### src/rtl/sent_tx_frame_ctrl.sv
`default_nettype none
// ============================================================================
// Module   : sent_tx_frame_ctrl
// Purpose  : Sequences one SENT transmit frame at a time on a single-wire
//            output: sync pulse, status nibble, six data nibbles, CRC nibble
//            and an optional pause pulse. Pulse timing is taken from the
//            rising edges of an external tick square wave whose divide
//            setting this block owns and only changes at frame start.
// Ports    : clk_tx / reset_n_tx   - clock, asynchronous active-low reset
//            ticks_i               - tick square wave (one tick = rising edge)
//            divide_o              - divide value driven to tick generator
//            divide_cfg_i          - divide value taken at frame start
//            enable_i              - permits new frames to start
//            pause_en_i            - pad frame to FRAME_TICKS with a pause
//            data_valid_i/_ready_o - payload handshake (ready = 1-cycle pulse)
//            status_i, data_i      - payload nibbles ([23:20] sent first)
//            sent_o                - SENT line, idles high
//            busy_o, frame_done_o  - frame in progress / end-of-frame pulse
// Revision : 1.0 - initial release
// ============================================================================
module sent_tx_frame_ctrl #(
  parameter logic [7:0]  DEFAULT_DIV = 8'd4,
  parameter logic [15:0] FRAME_TICKS = 16'd300,
  parameter int          LOW_TICKS   = 5
) (
  input  logic        clk_tx,
  input  logic        reset_n_tx,
  input  logic        ticks_i,
  output logic [7:0]  divide_o,
  input  logic [7:0]  divide_cfg_i,
  input  logic        enable_i,
  input  logic        pause_en_i,
  input  logic        data_valid_i,
  output logic        data_ready_o,
  input  logic [3:0]  status_i,
  input  logic [23:0] data_i,
  output logic        sent_o,
  output logic        busy_o,
  output logic        frame_done_o
);

  localparam logic [15:0] c_LOW_TICKS  = 16'(LOW_TICKS);
  localparam logic [15:0] c_SYNC_TICKS = 16'd56;
  localparam logic [15:0] c_MIN_TICKS  = 16'd12;

  typedef enum logic [2:0] {
    S_IDLE   = 3'd0,
    S_SYNC   = 3'd1,
    S_STATUS = 3'd2,
    S_DATA   = 3'd3,
    S_CRC    = 3'd4,
    S_PAUSE  = 3'd5
  } state_t;

  state_t      r_state, w_state_nxt;
  logic        r_ticks_q;
  logic [3:0]  r_status;
  logic [23:0] r_data;
  logic [3:0]  r_crc;
  logic        r_pause;
  logic [2:0]  r_nib;
  logic [15:0] r_cnt;        // ticks already spent in the current pulse
  logic [15:0] r_frame_cnt;  // ticks since sync start, through CRC
  logic [15:0] r_pause_len;
  logic        r_sent;
  logic        r_done;
  logic [7:0]  r_divide;

  logic        w_tick_stb;
  logic        w_accept;
  logic        w_last;
  logic        w_frame_end;
  logic [15:0] w_len;
  logic [23:0] w_data_sh;
  logic [15:0] w_used;
  logic [15:0] w_pause_calc;

  // CRC over the six data nibbles MSB-first plus four augmenting zeros.
  function automatic logic [3:0] f_crc(input logic [23:0] d);
    logic [27:0] m;
    logic [3:0]  c;
    logic        msb;
    m = {d, 4'b0000};
    c = 4'b0101;
    for (int i = 27; i >= 0; i--) begin
      msb = c[3];
      c   = {c[2:0], m[i]};
      if (msb) c = c ^ 4'b1101;
    end
    return c;
  endfunction

  assign w_tick_stb = ticks_i & ~r_ticks_q;
  // Current data nibble is brought to the top of the word by shifting.
  assign w_data_sh  = r_data << {r_nib, 2'b00};
  assign w_used     = r_frame_cnt + 16'd1;
  assign w_pause_calc = ((w_used + c_MIN_TICKS) > FRAME_TICKS) ? c_MIN_TICKS
                                                               : (FRAME_TICKS - w_used);

  // Length of the pulse belonging to the current state.
  always_comb begin
    w_len = c_MIN_TICKS;
    case (r_state)
      S_SYNC:   w_len = c_SYNC_TICKS;
      S_STATUS: w_len = c_MIN_TICKS + {12'd0, r_status};
      S_DATA:   w_len = c_MIN_TICKS + {12'd0, w_data_sh[23:20]};
      S_CRC:    w_len = c_MIN_TICKS + {12'd0, r_crc};
      S_PAUSE:  w_len = r_pause_len;
      default:  w_len = c_MIN_TICKS;
    endcase
  end

  // Next-state and handshake decode. A new frame is held off during the
  // frame_done_o cycle so acceptance lands on the following cycle.
  always_comb begin
    w_state_nxt = r_state;
    w_accept    = 1'b0;
    w_last      = (r_cnt == (w_len - 16'd1));
    w_frame_end = 1'b0;
    case (r_state)
      S_IDLE: begin
        if (enable_i && data_valid_i && !r_done) begin
          w_accept    = 1'b1;
          w_state_nxt = S_SYNC;
        end
      end
      S_SYNC:   if (w_tick_stb && w_last) w_state_nxt = S_STATUS;
      S_STATUS: if (w_tick_stb && w_last) w_state_nxt = S_DATA;
      S_DATA:   if (w_tick_stb && w_last && (r_nib == 3'd5)) w_state_nxt = S_CRC;
      S_CRC: begin
        if (w_tick_stb && w_last) begin
          w_state_nxt = r_pause ? S_PAUSE : S_IDLE;
          w_frame_end = ~r_pause;
        end
      end
      S_PAUSE: begin
        if (w_tick_stb && w_last) begin
          w_state_nxt = S_IDLE;
          w_frame_end = 1'b1;
        end
      end
      default: w_state_nxt = S_IDLE;
    endcase
  end

  always_ff @(posedge clk_tx or negedge reset_n_tx) begin
    if (!reset_n_tx) r_state <= S_IDLE;
    else             r_state <= w_state_nxt;
  end

  always_ff @(posedge clk_tx or negedge reset_n_tx) begin
    if (!reset_n_tx) begin
      r_ticks_q   <= 1'b0;
      r_status    <= 4'd0;
      r_data      <= 24'd0;
      r_crc       <= 4'd0;
      r_pause     <= 1'b0;
      r_nib       <= 3'd0;
      r_cnt       <= 16'd0;
      r_frame_cnt <= 16'd0;
      r_pause_len <= 16'd0;
      r_sent      <= 1'b1;
      r_done      <= 1'b0;
      r_divide    <= DEFAULT_DIV;
    end else begin
      r_ticks_q <= ticks_i;
      r_done    <= w_frame_end;
      if (w_accept) begin
        r_status <= status_i;
        r_data   <= data_i;
        r_pause  <= pause_en_i;
        r_divide <= divide_cfg_i;
        r_crc    <= f_crc(data_i);
        r_nib    <= 3'd0;
        r_cnt    <= 16'd0;
      end
      if (w_tick_stb && (r_state != S_IDLE)) begin
        // r_cnt == 0 means this tick is the first one of a new pulse.
        if (r_cnt == 16'd0)        r_sent <= 1'b0;
        if (r_cnt == c_LOW_TICKS)  r_sent <= 1'b1;
        r_cnt <= w_last ? 16'd0 : (r_cnt + 16'd1);
        if ((r_state == S_DATA) && w_last) r_nib <= r_nib + 3'd1;
        if ((r_state == S_SYNC) && (r_cnt == 16'd0))
          r_frame_cnt <= 16'd1;
        else if (r_state != S_PAUSE)
          r_frame_cnt <= r_frame_cnt + 16'd1;
        if ((r_state == S_CRC) && w_last) r_pause_len <= w_pause_calc;
        if (w_frame_end) r_sent <= 1'b1;
      end
    end
  end

  assign divide_o     = r_divide;
  assign data_ready_o = w_accept;
  assign sent_o       = r_sent;
  assign busy_o       = (r_state != S_IDLE);
  assign frame_done_o = r_done;

endmodule
`default_nettype wire

### config.mk
export PLATFORM = sky130hd
export DESIGN_NAME = sent_tx_frame_ctrl
export DESIGN_NICKNAME = d
export VERILOG_FILES = /design/src/rtl/sent_tx_frame_ctrl.sv
export SDC_FILE = /design/constraint.sdc
export NUM_CORES = 1
export LEC_CHECK = 0
export CAP_MARGIN = 5
export CORE_ASPECT_RATIO = 1.1
export CORE_UTILIZATION = 59
export DETAILED_ROUTE_END_ITERATION = 8
export PLACE_DENSITY_LB_ADDON = 0.05
export SYNTH_ARGS = -nofsm -noshare
export SYNTH_HDL_FRONTEND = slang
export SYNTH_SLANG_ARGS = --single-unit
### constraint.sdc
create_clock -name clk_tx -period 10.75 [get_ports clk_tx]
set_clock_uncertainty 0.2 [all_clocks]
set_input_delay 1.075 -clock clk_tx [delete_from_list [all_inputs] [get_ports clk_tx]]
set_output_delay 1.075 -clock clk_tx [all_outputs]
set_load 0.005 [all_outputs]
Word level (Yosys, flattened, before mapping)

Cells that the tools add are included.

Bits in registers: 98
Input port bits: 42
Output and inout bits: 12

$add $sub $neg: 9
$lt $le $gt $ge: 1
Equal/unequal tests: 15
Shift operators: 1
Multiplexer cells: 78
Bitwise logic cells: 30
Reductions and logical operators: 19

Operators with widths:

| kind                                                                   | number |
|---|---|
| 4-bit 2-to-1 mux                                                       | 52 |
| 16-bit 2-to-1 mux                                                      | 6 |
| 16-bit one-hot mux with 5 select lines                                 | 1 |
| 3-bit NOT                                                              | 26 |
| 16-bit by 1-bit adder with 16-bit output, second input constant        | 2 |
| 3-bit 2-to-1 mux                                                       | 10 |
| 24-bit by 5-bit << shifter with 24-bit output                          | 1 |
| 3-bit one-hot mux with 6 select lines                                  | 1 |
| 16-bit by 4-bit adder with 16-bit output, second input constant        | 1 |
| 16-bit equality test                                                   | 1 |
| 16-bit by 3-bit equality test with 1-bit output, second input constant | 1 |
| 16-bit by 9-bit > comparator with 1-bit output, second input constant  | 1 |
| 16-bit logical NOT                                                     | 1 |
| 16-bit by 1-bit subtractor with 16-bit output, second input constant   | 1 |
| 9-bit by 16-bit subtractor with 16-bit output, first input constant    | 1 |
| 4-bit by 4-bit adder with 5-bit output, first input constant           | 3 |
| 2-bit inequality test, second input constant                           | 6 |
| 3-bit equality test, second input constant                             | 3 |
| 1-bit logical AND                                                      | 8 |
| 1-bit 2-to-1 mux                                                       | 7 |
| 3-bit by 2-bit equality test with 1-bit output, second input constant  | 2 |
| 2-bit AND reduction                                                    | 3 |
| 6-bit AND reduction                                                    | 1 |
| 3-bit nonzero test                                                     | 2 |
| 10 further kinds                                                       | 12 |

Longest topological paths before layout

Gate-level depths: netlist of run 1.

Word-level depth: 82
Gate-level depth with buffers: 18
Depth with buffers taken out: 16

Least setup slack after synthesis of run 1

No wires, ideal clock.

Path kind: reg-to-reg
From: register r_nib[0]
To: register r_state[0]
Arrival time: 4.190 ns
Data required time: 10.463 ns
Slack: 6.272 ns
Cell stages (with the launch flop): 19
Cells stage by stage: dfrtp_1 > buf_6 > mux4_2 > inv_1 > o22ai_1 > a22o_1 > a21oi_1 > ha_1 > or3b_2 > a21oi_1 > or3b_1 > a211oi_2 > a2111oi_1 > and2_1 > nand4_1 > or3_1 > buf_2 > a211o_1 > a22oi_1

Longest elaborated chain between the ends: 9
Elaborated cells between the ends (all ways): 14

Ends and longest elaborated chain:

| element                                       | line | RTL |
|---|---|---|
| from (decl)                                   | 61   | `logic [2:0] r_nib;` |
| from (signal assigned)                        | 182  | `if ((r_state == S_DATA) && w_last) r_nib <= r_nib + 3'd1;` |
| 24-bit by 5-bit << shifter with 24-bit output | 95   | `assign w_data_sh = r_data << {r_nib, 2'b00};` |
| 4-bit by 4-bit adder with 5-bit output        | 106  | `S_DATA: w_len = c_MIN_TICKS + {12'd0, w_data_sh[23:20]};` |
| 16-bit one-hot mux with 5 select lines        | 103  | `case (r_state)` |
| 16-bit by 1-bit subtractor with 16-bit output | 118  | `w_last = (r_cnt == (w_len - 16'd1));` |
| 16-bit equality test                          | 118  |  |
| 1-bit logical AND                             | n/a  |  |
| 1-bit logical AND                             | 129  | `S_DATA: if (w_tick_stb && w_last && (r_nib == 3'd5)) w_state_nxt = S_CRC;` |
| 2-bit inequality test (no line)               | n/a  |  |
| 6-bit AND reduction (no line) (*)             | n/a  |  |
| to (signal assigned)                          | 148  | `else r_state <= w_state_nxt;` |
| to (decl)                                     | 55   | `state_t r_state, w_state_nxt;` |

Mark *: on every way between the ends. The rest lies on a longest branch, timed or not.
A chain may end at the register's enable or synchronous reset.

Worst setup path in the final report of run 1

From: register r_state[0]
To: register r_cnt[7]

Longest elaborated chain between the ends: 6
Elaborated cells between the ends (all ways): 15

Ends and longest elaborated chain:

| element                                           | line | RTL |
|---|---|---|
| 3-bit equality test, or another cell as far along | 103  |  |
| 16-bit one-hot mux with 5 select lines            | 103  |  |
| 16-bit by 1-bit subtractor with 16-bit output     | 118  |  |
| 16-bit equality test                              | 118  |  |
| 16-bit 2-to-1 mux                                 | 181  | `r_cnt <= w_last ? 16'd0 : (r_cnt + 16'd1);` |
| 16-bit 2-to-1 mux                                 | 177  | `if (w_tick_stb && (r_state != S_IDLE)) begin` |
| to (signal assigned)                              | 181  |  |
| to (decl)                                         | 62   | `logic [15:0] r_cnt;` |

Several ways; a longest one is shown, not always the timed one.

==> impl_results.md, run 1 <==
* Status: complete, no violations
* Port Buf Inserts at 53
* Final Hold Fails at 0
* Syn Inst Count at 824
* Gr ovfl total at 0
* # rows at 40
* Met3 Use GR at under 10%
* Via count at 5994
* Max_cap viols at 0
* Share of cells above drive strength 1 at approximately 4.4%
* Seq/Total Area, Yosys at 37.22%
* Reg-to-reg endpoint: r_cnt[7]
* # diodes at 0
* Hold bufs inserted after CTS at 0
* Clock transition at path regs at around 0.070 ns
* Gr busiest metal: met2
* Unique cell type count in the Yosys netlist at 74
* Post-CTS sizing at 0
* Crit Path Category: reg2reg
* Worst Setup End Kind: register
* Reg power frac at 35.2%
* Post-route ant nets at 0
* Tcrit/Tclk final at between 50% and 60%
* Number of detailed-route iterations in the first pass at 5
* Setup violations, final at 0
* Combinational Power Share at between 40% and 50%
* Filler instances at 952
* Post-synthesis net count at 874
* Sw Share at 39.96%
* Worst Path Max Fanout at 23
* Initial antenna violation count at 0
* Top-area cell type share of the netlist area at 36.43%
* Util after Layout at around two thirds
* Syn Std Cell Area at 0.006595 sq mm
* Nets@finish at 887
* Clock insertion delay at the later pin of the skew report at 0.35 ns
* PD cells at 215.3 mW/mm^2
* First-pass GRT wire length at 27700 um
* Pwr Total at around 0.0016 W
* Vias per Instance at 6.061
* Post-synth EDFFs at 0
* Worst hold-check slack at 0.2689 ns
* Register bit total from synthesis at between 90 and 100
* Register Area at roughly 0.0025 sq mm
* Worst flop-to-flop path startpoint: r_state[0]
* Die Y at 112.9 um
* Largest net degree at the start of global routing at 67
* Main synth FF type: dfrtp_1
* Sum of negative setup slack at 0 ns
* Main area contributors after synthesis: dfrtp_1, nand2_1, xnor2_1
* DR iter-0 viols at 388
* Leakage power at 3.205 nW
* Worst IR drop on VDD at 0.1600 mV
* GP Congestion at slightly above 0.9
* TritonCTS buffer count at 9
* Initial Util at 60.45%
* Post-DR wirelength/cell at 16.80 um
* GRT Util Overall at between 30 and 40%
* Setup bufs post-CTS at 0
* Drt total wl at 16620 um
* Met2 Resource Use GR at 50.13%
* CP startpoint: r_state[0]
* Placeable Area at 0.01091 sq mm
* Die Area at 0.01161 sq mm
* CP arrival at 5.42 ns
* Power Internal at 0.0009612 W
* Number of global-route vias before repair at 5705
* Synth area leader: dfrtp_1
* Routing usage on met1 at 39.63%
* Clock sinks at 98
* Period minus WS final at between 5 and 6 ns
* Die Wd at 102.8 um
* Unrepaired setup endpoints after global routing: false
* Root Buffer: clkbuf_16
* CTS H-tree depth at 3
* R2r setup slk at approximately 5.4 ns
* Final worst slack at 5.367 ns
* Min-Delay Path Class: reg2reg
* Post-synth ARST share at 100.0%
* Slew margin rel. at 30.89%
* Startpoint type of the worst setup path: register
* Clock Tree Buf Depth at 2
* DP HPWL at 12130 um
* Post-place setup slack at 5.429 ns
* Area of the multi-input gates at 0.003831 sq mm
* Final Slew Violations at 0
* Mean post-synth cell area at 8.004 sq um
* Setup crit end: r_cnt[7]
* Measured slew at the worst slew-check pin at 1.033 ns
* Worst Reg-to-Reg Cells at 15
* Psw at between 0.0006 and 0.0007 W
* CTS tree: built
* Clock power frac at 21.8%
* Warnings, synthesis at 0
* Achievable clock frequency at 185.8 MHz
* # IOs at 54
* Area Overhead vs Synth at 12.77%
* Drt drc at 0
* CP required at 10.78 ns
[cell usage in the layout (no fill, tap or decap), drive strengths merged, types with 5 or more instances in the layout]
master         instances
a211oi                 5
a21oi                 37
a22o                   8
a22oi                  5
a31o                   6
a31oi                 11
and2                   8
and3                   7
and4                   6
buf                    7
clkbuf                11
clkdlybuf4s50         52
dfrtp                 96
ha                     8
inv                   22
mux2i                 16
nand2                182
nand2b                16
nand3                 26
nand3b                 5
nand4                 11
nor2                  51
nor2b                 12
nor3                  22
nor4                  10
o21ai                 61
o22ai                  6
o31ai                 11
or3                    7
xnor2                 41
xor2                  17
[how the worst min path moves through the flow]
stage / end / cells past startpoint / from
after floorplan: r_data[12] / 2 / r_data[12]
after global placement: divide_o[2] / 2 / divide_o[2]
after detailed placement: divide_o[2] / 2 / divide_o[2]
after CTS: divide_o[2] / 2 / divide_o[2]
after global routing: divide_o[1] / 2 / divide_o[1]
final: divide_o[2] / 2 / divide_o[2]
[flip-flops by register name, indices dropped and copies added (netlist names)]
| register | flops |
|---|---|
| r_pause | 1 |
| sent_o | 1 |
| r_nib | 3 |
| divide_o | 8 |
| r_cnt | 16 |
| r_state | 3 |
| r_data | 24 |
| frame_done_o | 1 |
| r_ticks_q | 1 |
| r_frame_cnt | 16 |
| r_pause_len | 16 |
| r_status | 4 |
| r_crc | 4 |
[synthesized netlist by cell type (6+ instances only)]
cell and instances:
nor2_1 51, nor2b_1 12, buf_2 10, o22ai_1 6, or3_1 7, nand3_1 26, o21ai_0 60, and2_1 8
xor2_1 17, inv_1 20, nor3_1 21, and3_1 7, a31oi_1 11, ha_1 8, nand2b_1 16, mux2i_1 16
dfrtp_1 96, and4_1 6, nand2_1 182, nand4_1 11, a21oi_1 37, o31ai_1 11, xnor2_1 41, nor4_1 10
a22o_1 8, clkbuf_1 41
[per-stage QoR]
stage | instance area [sq um] | instances
2_1_floorplan | 6595 | 824
3_3_place_gp | 7118 | 973
3_5_place_dp | 7118 | 973
4_1_cts | 7437 | 989
5_1_grt | 7437 | 989
6_report | 7437 | 989
[worst max-delay path, stage by stage, from the launching register on]
cell and delay (ns):
dfrtp_1 0.78, nand3b_1 0.30, nor3_1 0.31, a21oi_1 0.16
o21a_1 0.15, ha_1 0.34, nand2b_1 0.13, a21oi_1 0.09
or3b_1 0.45, a211oi_2 0.44, mux2i_1 0.28, a21boi_0 0.20
nand4_1 0.11, or3_1 0.70, and2_1 0.38, a22o_1 0.24
[power by group through the flow]
stage | sequential, W | combinational (W) | clock [W]
finish | 0.000563 | 0.000689 | 0.000349
global route | 0.000575 | 0.000766 | 0.000367
CTS | 0.000560 | 0.000685 | 0.000355
detailed placement | 0.000567 | 0.000679 | 0
global placement | 0.000564 | 0.000667 | 0
floorplan | 0.000514 | 0.000530 | 0
[routing by layer]
metal | vias up | share of wire [%] | routed length [um]
met3 | 33 | 4.2 | 695
li1 | 2916 | - | -
met5 | - | 0 | 0
met2 | 178 | 49 | 8141
met1 | 2867 | 44 | 7377
met4 | 0 | 2.4 | 399
[layout make-up]
class,instances,area share [%]
timing repair buffer,59,7.705
clock inverter,5,1.161
sequential,98,33.01
tap,147,2.473
clock buffer,11,3.129
multi-input combinational,649,51.51
inverter,20,1.009
[kinds of logic after synthesis]
kind of cell | count (synthesis) | share of synthesized area, %
AND/OR/NAND/NOR | 375 | 26.52
AO/OA/AOI/OAI | 186 | 18.40
flip-flops | 98 | 37.22
buffers and inverters | 77 | 4.686
XOR/XNOR | 58 | 7.702
multiplexers | 21 | 3.794
adder cells (fa/ha/maj) | 9 | 1.670
Power figures use the tool's default switching activity.
==> inputs of run 2 (changes only) <==
- CORE_UTILIZATION: 59 -> 53
- clock period: 10.75 -> 4.32 ns (I/O delays scaled with it)
==> impl_results.md, run 2 (same netlist as run 1, synthesis figures left out) <==
* Vias per Instance at 5.922
* Crit Path Category: reg2reg
* DP HPWL at about 12000 um
* Worst IR drop on VDD at 0.2899 mV
* Die Y at 119.0 um
* Achievable clock frequency at 226.3 MHz
* CP arrival at around 4.5 ns
* Post-DR wirelength/cell at roughly 16 um
* Clock insertion delay at the later pin of the skew report at between 0.3 and 0.4 ns
* Port Buf Inserts at 53
* Max_cap viols at 0
* Worst Path Max Fanout at 8
* # IOs at 54
* Post-route ant nets at 0
* Initial Util at 54.57%
* Largest register FFs at 24
* # diodes at 0
* Psw at 0.001677 W
* DR iter-0 viols at 432
* CTS H-tree depth at 3
* Reg-to-reg endpoint: r_nib[1]
* Die Area at 0.01289 sq mm
* Gr ovfl total at 0
* Clock transition at path regs at about 0.070 ns
* Status: finished, violations left
* CP required at 4.39 ns
* Sum of negative setup slack at -0.9600 ns
* Final Slew Violations at 0
* Startpoint type of the worst setup path: register
* Clock power frac at 20.0%
* Clock sinks at about 100
* Number of detailed-route iterations in the first pass at 6
* Nets@finish at just over 900
* Final worst slack at -0.09872 ns
* Tcrit/Tclk final at 102.3%
* GRT Util Overall at between 20% and 30%
* Measured slew at the worst slew-check pin at roughly 1.2 ns
* Area Overhead vs Synth at 19.33%
* Setup violations, final at 18
* Largest net degree at the start of global routing at 70
* CTS tree: built
* Unrepaired setup endpoints after global routing: true
* Reg power frac at 32.0%
* Reg with most FFs: r_data
* Post-place setup slack at -0.1708 ns
* TritonCTS buffer count at 9
* Drt drc at 0
* PD cells at 541.7 mW/mm^2
* Commonest non-fill, non-tap cells in the layout: nand2_1, dfrtp_1, o21ai_0
* Leakage power at 3.401 nW
* Failing checks: negative hold slack, negative setup slack
* Worst Setup End Kind: register
* Via count at 6088
* Slew margin rel. at 18.70%
* Area of placed instances at ~0.0074 sq mm
* Min-Delay Path Class: in2async
* GP Congestion at ~0.92
* Clock Tree Buf Depth at 2
* Worst Reg-to-Reg Cells at 18
* R2r setup slk at -0.1 ns
* Initial antenna violation count at 0
* Die Wd at between 100 and 150 um
* Share of cells above drive strength 1 at 11.44%
* Worst flop-to-flop path startpoint: r_nib[0]
* Period minus WS final at 4.419 ns
* Filler instances at 1032
* Root Buffer: clkbuf_16
* Post-layout instance area at a little under 0.008 sq mm
* Most common cell after layout, fill and taps aside: nand2_1
* Placeable Area at 0.01209 sq mm
* Drt total wl at between 15000 and 20000 um
* Worst hold-check slack at -0.01306 ns
* First-pass GRT wire length at 28170 um
* Sw Share at between 30% and 40%
* # rows at 42
* Number of global-route vias before repair at 5779
* Combinational Power Share at 48.0%
* Power Internal at 0.002586 W
* Final Hold Fails at 14
## run 2: changes by cell type in the layout (fill, tap and decap cells not counted), sizes merged
| cell | change |
|---|---|
| buf | +32 |
| bufinv | -1 |
| clkbuf | +1 |
## run 2: area by class of cell
cell class / instances / area (sq um) / share of cell area, %
flip-flops and latches: 98 / 2456 / 31.21
repair buffers: 91 / 840.8 / 10.68
clock buffers: 12 / 256.5 / 3.259
well taps: 154 / 192.7 / 2.448
inverters: 20 / 75.07 / 0.9539
multi-input cells: 649 / 3993 / 50.73
clock inverters: 4 / 56.30 / 0.7154
## run 2: worst max path at each step
| stage | startpoint | to | cells past startpoint |
|---|---|---|---|
| after floorplan | r_nib[0] | r_cnt[14] | 18 |
| after global placement | r_nib[0] | r_cnt[10] | 17 |
| after detailed placement | r_nib[0] | r_nib[0] | 17 |
| after CTS | r_nib[0] | r_state[0] | 16 |
| after global routing | r_nib[0] | r_nib[1] | 18 |
| final | r_nib[0] | r_nib[1] | 18 |
## run 2: critical path, cell delays in order (launching register included)
cell	delay, ns
dfrtp_1	0.39
mux4_2	0.53
inv_2	0.06
o22ai_1	0.06
a22o_1	0.22
a21oi_2	0.17
ha_4	0.16
nand2b_4	0.12
a21oi_2	0.05
or3b_4	0.43
a211oi_4	0.31
buf_4	0.17
mux2i_2	0.21
a21boi_2	0.18
nand4_1	0.09
or3_4	0.39
buf_8	0.16
nor3_4	0.22
mux2i_1	0.20
## run 2: what timing repair did
item / 4_1_cts / 5_1_grt
hold buffers: 0 / 0
endpoints found under the setup margin: 38 / 40
pin swaps: 2 / 19
resized for setup: 9 / 32
buffers inserted: 0 / 5
hold endpoints to repair: 0 / 0
## run 2: power by group through the flow
stage	combinational, W	sequential (W)	clock, W
2_1_floorplan	0.00137	0.00128	0
3_3_place_gp	0.00186	0.00137	0
3_5_place_dp	0.00189	0.00137	0
4_1_cts	0.00195	0.00136	0.000874
5_1_grt	0.00229	0.00139	0.000904
6_report	0.00205	0.00136	0.000854
## run 2: per-layer routing
layer	GRT usage, %	part of all wire (%)
met4	12.42	3.7
met2	44.86	47
met1	37.00	45
met3	4.652	4.0
met5	0	0
## run 2: through the flow
| stage | std cells | util, % | total power, W |
|---|---|---|---|
| 2_1_floorplan | 824 | - | 0.002651 |
| 6_report | 1028 | 65.11 | 0.004263 |
| 5_1_grt | 1028 | 65.11 | 0.004584 |
| 3_3_place_gp | 1007 | 60.92 | 0.003236 |
| 4_1_cts | 1023 | 63.92 | 0.004182 |
| 3_5_place_dp | 1007 | 60.92 | 0.003262 |
==> inputs of run 3 (changes only) <==
- CORE_UTILIZATION: 53 -> 59
- clock period: 4.32 -> 4.9 ns (I/O delays scaled with it)
==> impl_results.md, run 3 (same netlist as run 1, synthesis figures left out) <==
* # IOs at between 50 and 60
* Die Wd at 102.8 um
* Tcrit/Tclk final at 93.08%
* GP Congestion at 0.9505
* Die Y at about 110 um
* Hold bufs inserted after CTS at 0
* Non-Filler Instances at 998
* DR iter-0 viols at 473
* Worst IR drop on VDD at 0.3727 mV
* Sw Share at between 40% and 50%
* Worst Setup End Kind: register
* Clock sinks at 98
* Clock insertion delay at the later pin of the skew report at about 0.35 ns
* # diodes at 0
* Psw at 0.001423 W
* Initial Util at 60.45%
* Nets@finish at 896
* Reg with most FFs: r_data
* Min-Delay Path Class: in2async
* Vias per Instance at between 6 and 7
* Share of cells above drive strength 1 at under 10%
* Clock power frac at 20.5%
* Number of global-route vias before repair at between 5000 and 6000
* Largest register FFs at 24
* Power Internal at 0.002091 W
* Number of detailed-route iterations in the first pass at 6
* Die Area at around 0.012 sq mm
* # rows at 40
* Root Buffer: clkbuf_16
* TritonCTS buffer count at 9
* GRT Util Overall at ~30%
* Via count at 6017
* Most common cell after layout, fill and taps aside: nand2_1
* DP HPWL at 12380 um
* CP required at 4.89 ns
* Final Slew Violations at 0
* Combinational Power Share at 44.9%
* Clock transition at path regs at 0.07 ns
* Period minus WS final at 4.561 ns
* Measured slew at the worst slew-check pin at 1.041 ns
* Util after Layout at between 60 and 70%
* Sum of negative setup slack at 0 ns
* Area Overhead vs Synth at 13.79%
* CTS H-tree depth at 3
* Largest net degree at the start of global routing at 69
* Max_cap viols at 0
* Worst hold-check slack at 0.03270 ns
* Worst Path Max Fanout at 12
* Setup violations, final at 0
* Reg power frac at 34.6%
* Leakage power at around 3.2 nW
* Achievable clock frequency at between 200 and 250 MHz
* Post-route ant nets at 0
* Placeable Area at 0.01091 sq mm
* Initial antenna violation count at 0
* Gr ovfl total at 0
* Final Hold Fails at 0
* Post-DR wirelength/cell at 16.71 um
* CTS tree: built
* Final worst slack at 0.3389 ns
* Clock Tree Buf Depth at 2
* Drt drc at 0
* Unrepaired setup endpoints after global routing: false
* Post-place setup slack at 0.3022 ns
* Slew margin rel. at 30.34%
* R2r setup slk at 0.34 ns
* Status: complete, no violations
* Crit Path Category: reg2reg
* Startpoint type of the worst setup path: register
* Port Buf Inserts at 53
* Placed insts at 981
* First-pass GRT wire length at 27850 um
* PD cells at 468.3 mW/mm^2
* CP arrival at 4.55 ns
* Commonest non-fill, non-tap cells in the layout: nand2_1, dfrtp_1, o21ai_0
* Drt total wl at 16670 um
-- run 3: changes by cell type in the layout (fill, tap and decap cells not counted), sizes merged --
cell / delta
buf: -23
clkinvlp: +1
inv: -1
-- run 3: path summary, 6_finish.rpt --
kind / startpoint / endpoint / cells past startpoint
max in group asynchronous: reset_n_tx / r_frame_cnt[10] / 2
min: reset_n_tx / divide_o[6] / 1
min reg2reg: divide_o[2] / divide_o[2] / 2
max reg2reg: r_nib[0] / r_cnt[15] / 17
min in group clk_tx: divide_o[2] / divide_o[2] / 2
max: r_nib[0] / r_cnt[15] / 17
-- run 3: timing repair --
item                                    in CTS  in global routing
hold endpoints to repair                     0                  0
endpoints found under the setup margin       0                 22
gates resized for setup                      0                  5
setup buffers                                0                  1
-- run 3: stage by stage --
step | instance area (sq um) | total power, W
CTS | 7476 | 0.003479
global placement | 7178 | 0.002713
finish | 7505 | 0.003515
global route | 7505 | 0.003763
detailed placement | 7178 | 0.002755
floorplan | 6595 | 0.002289
-- run 3: layout make-up --
class	count	area, sq um
Timing Repair Buffer	68	640.6
Inverter	20	75.07
Tap cell	147	183.9
Clock inverter	4	51.30
Fill cell	974	3406
Multi-Input combinational cell	649	3850
Sequential cell	98	2457
Clock buffer	12	246.5
-- run 3: power groups by stage --
stage / Sequential (W) / Combinational [W] / Clock, W
after global routing: 0.00124 / 0.00176 / 0.000765
final: 0.00122 / 0.00158 / 0.000720
after floorplan: 0.00113 / 0.00116 / 0
after global placement: 0.00122 / 0.00150 / 0
after detailed placement: 0.00123 / 0.00153 / 0
after CTS: 0.00121 / 0.00154 / 0.000730
-- run 3: metal layers --
metal	share of wire (%)	GRT usage (%)	vias up
li1	-	-	2925
met1	44	39.65	2859
met2	49	51.51	193
met3	4.0	3.706	40
met4	3.1	12.96	0
met5	0	0	-
-- run 3: worst max-delay path, stage by stage, from the launching register on --
cell      delay, ns
dfrtp_1        0.40
buf_4          0.20
or2_2          0.28
o22ai_1        0.19
a21oi_1        0.12
o21a_1         0.13
ha_1           0.35
or3b_2         0.48
a21oi_1        0.18
or3b_1         0.21
a211oi_1       0.07
or2_2          0.30
o211ai_1       0.25
nand3_1        0.10
or3_1          0.40
buf_4          0.21
nand2_1        0.18
o311ai_0       0.17
==> RTL edit: new RTL, settings of run 1 <==
Re-encode `state_t` (6 states) as one-hot, 6 bits wide.
--- a/src/rtl/sent_tx_frame_ctrl.sv
+++ b/src/rtl/sent_tx_frame_ctrl.sv
@@ -45,9 +45,9 @@
 
-  typedef enum logic [2:0] {
-    S_IDLE   = 3'd0,
-    S_SYNC   = 3'd1,
-    S_STATUS = 3'd2,
-    S_DATA   = 3'd3,
-    S_CRC    = 3'd4,
-    S_PAUSE  = 3'd5
+  typedef enum logic [5:0] {
+    S_IDLE   = 6'b000001,
+    S_SYNC   = 6'b000010,
+    S_STATUS = 6'b000100,
+    S_DATA   = 6'b001000,
+    S_CRC    = 6'b010000,
+    S_PAUSE  = 6'b100000
   } state_t;
Behaviour: no difference found for any inputs over 10 cycles, from zero or initial values and one cycle with reset_n_tx low; not proved beyond that.
==> RTL edit against run 1 <==
- worst hold slack improved by 0.0028 ns
- worst setup slack better by 0.41 ns
- sequential cell count is 3 higher
- final area increased by 4.8%
- via count grew 5.0%
- synthesized cell count grew 2.5%
- synthesized area increased by 6.4%
- sequential share of layout area decreased by 0.53 points
- wire length is 8.9% higher
- critical path type unchanged
Power is not compared: it rests on default switching activity, and its combinational part moved more than twofold at a synthesized area within 25%.
==> RTL edit: results (changes against run 1) <==
| Metric | Value |
|---|---|
| Run status | complete, no violations (unchanged) |
| Arr. time, crit path | 4.99 ns (was 5.42 ns) |
| Mapped Nets | 895 (was 874) |
| Worst-Skew Late Latency | 0.36 ns |
| Clock-pin slew on the worst setup and hold paths | 0.08 ns |
| Root Driver | clkbuf_16 (unchanged) |
| Reg2Reg Depth | 15 (unchanged) |
| Worst vdd ir | 0.0971 mV |
| Drt pass-1 iters | 5 (unchanged) |
| Critical path launch point type | register (unchanged) |
| Grt met1 use | 41.0% (was 39.6%) |
| DR WL/cell | 17.9 um (was 16.8 um) |
| Vias post-DR | 6291 (was 5994) |
| Commonest cells post-synth | nand2_1, dfrtp_1, nor2_1, o21ai_0, clkbuf_1 (was nand2_1, dfrtp_1, o21ai_0, nor2_1) |
| Buffers on Ports | 53 (unchanged) |
| Hold path depth | 2 (unchanged) |
| Max reg flops | 24 (unchanged) |
| Area contributors post-synth | dfrtp_1, nand2_1, xnor2_1 (unchanged) |
| Netlist cell types | 83 (was 74) |
| Fraction of registers with async set/reset | 100% (unchanged) |
| EDFF count, synth | 0 (unchanged) |
| Worst reg-to-reg setup slack | 5.78 ns (was 5.37 ns) |
| First-pass GRT wire length | 29700 um (was 27700 um) |
| Worst r2r src | r_nib[0] (was r_state[0]) |
| GRT Total Usage | 30.7% (was 30.3%) |
| Gpl congestion | 0.907 (was 0.921) |
| Num CTS Buffers | 9 (unchanged) |
| Critical-path maximum fanout | 12 (was 23) |
| Slew headroom | 36.7% (was 30.9%) |
| WHS Endpoint | divide_o[2] (unchanged) |
| Post-DP HPWL | 13100 um (was 12100 um) |
| Hold WS | 0.272 ns (was 0.269 ns) |
| Psw | 362 uW |
| Worst Setup End Kind | register (unchanged) |
| CP max-delay cell | dfrtp_1 (unchanged) |
| Post-DP Area | 0.00749 mm2 (was 0.00712 mm2) |
| Initial DRC count | 457 (was 388) |
| Cell family with most CP delay | simple AND/OR/NAND/NOR gates (unchanged) |
| Hold Crit Class | reg2reg (unchanged) |
| FILL cells | 952 (unchanged) |
| Met2 Usage GRT | 49.8% (was 50.1%) |
| Area of the multi-input gates | 0.00414 mm2 (was 0.00383 mm2) |
| Largest net degree at the start of global routing | 66 (was 67) |
| Hold Startpoint | divide_o[2] (unchanged) |
| Number of global-route vias before repair | 5860 (was 5705) |
| Crit-path max cell delay | 0.68 ns (was 0.78 ns) |
| Post-CTS sizing | 0 (unchanged) |
| Met3 GRT Util | 4.30% (was 5.37%) |
| Share of layout cells above drive strength 1 | 7.81% (was 4.39%) |
| R2r endpoint | r_cnt[9] (was r_cnt[7]) |
| Initial antenna violation count | 0 (unchanged) |
| Diode count | 0 (unchanged) |
| Sequential fraction of the synthesis area | 36.1% (was 37.2%) |
| Leakage | 3.44 nW |
| Max Root-Sink Buffers | 2 (unchanged) |
[RTL edit: power by group through the flow]
stage                     sequential (mW)  clock (mW)  combinational (mW)
after floorplan                     0.476           0               0.180
after global placement              0.493           0               0.249
after detailed placement            0.495           0               0.260
after CTS                           0.488       0.338               0.261
after global routing                0.497       0.354               0.292
final                               0.489       0.334               0.260
[RTL edit: worst reg2reg max path, delay by kind of cell (launching register included)]
kind / cells / cell delay, ns
AO/OA/AOI/OAI: 6 / 1.23
adder cells (fa/ha/maj): 1 / 0.17
buffers and inverters: 2 / 0.20
flip-flops: 1 / 0.68
multiplexers: 1 / 0.56
AND/OR/NAND/NOR: 5 / 1.79
[RTL edit: cells by family after synthesis]
group | count (synthesis) | synth area share (%)
xor+xnor | 58 | 7.63
buf+inv | 82 | 5.01
mux | 28 | 4.99
simple gates | 398 | 28.2
compound gates | 170 | 16.7
fa+ha+maj | 8 | 1.43
flops | 101 | 36.1
[RTL edit: metrics by stage]
step | cells | worst slack [ns] | total power, mW
2_1_floorplan | 845 | 6.61 | 0.656
3_3_place_gp | 992 | 6.05 | 0.743
3_5_place_dp | 992 | 5.89 | 0.754
4_1_cts | 1008 | 5.91 | 1.09
5_1_grt | 1008 | 5.41 | 1.14
6_report | 1008 | 5.78 | 1.08
[RTL edit: cell type report]
type | instances | share of cell area (%)
multi-input combinational | 662 | 53.1
sequential | 101 | 32.5
timing repair buffer | 57 | 7.16
clock buffer | 9 | 2.89
tap | 150 | 2.41
inverter | 22 | 1.06
clock inverter | 7 | 0.947
[RTL edit: metal layers]
metal	share of wire [%]	vias to the layer above
met4	3.1	0
met3	5.8	44
met5	0	-
met2	48	240
li1	-	3012
met1	43	2995
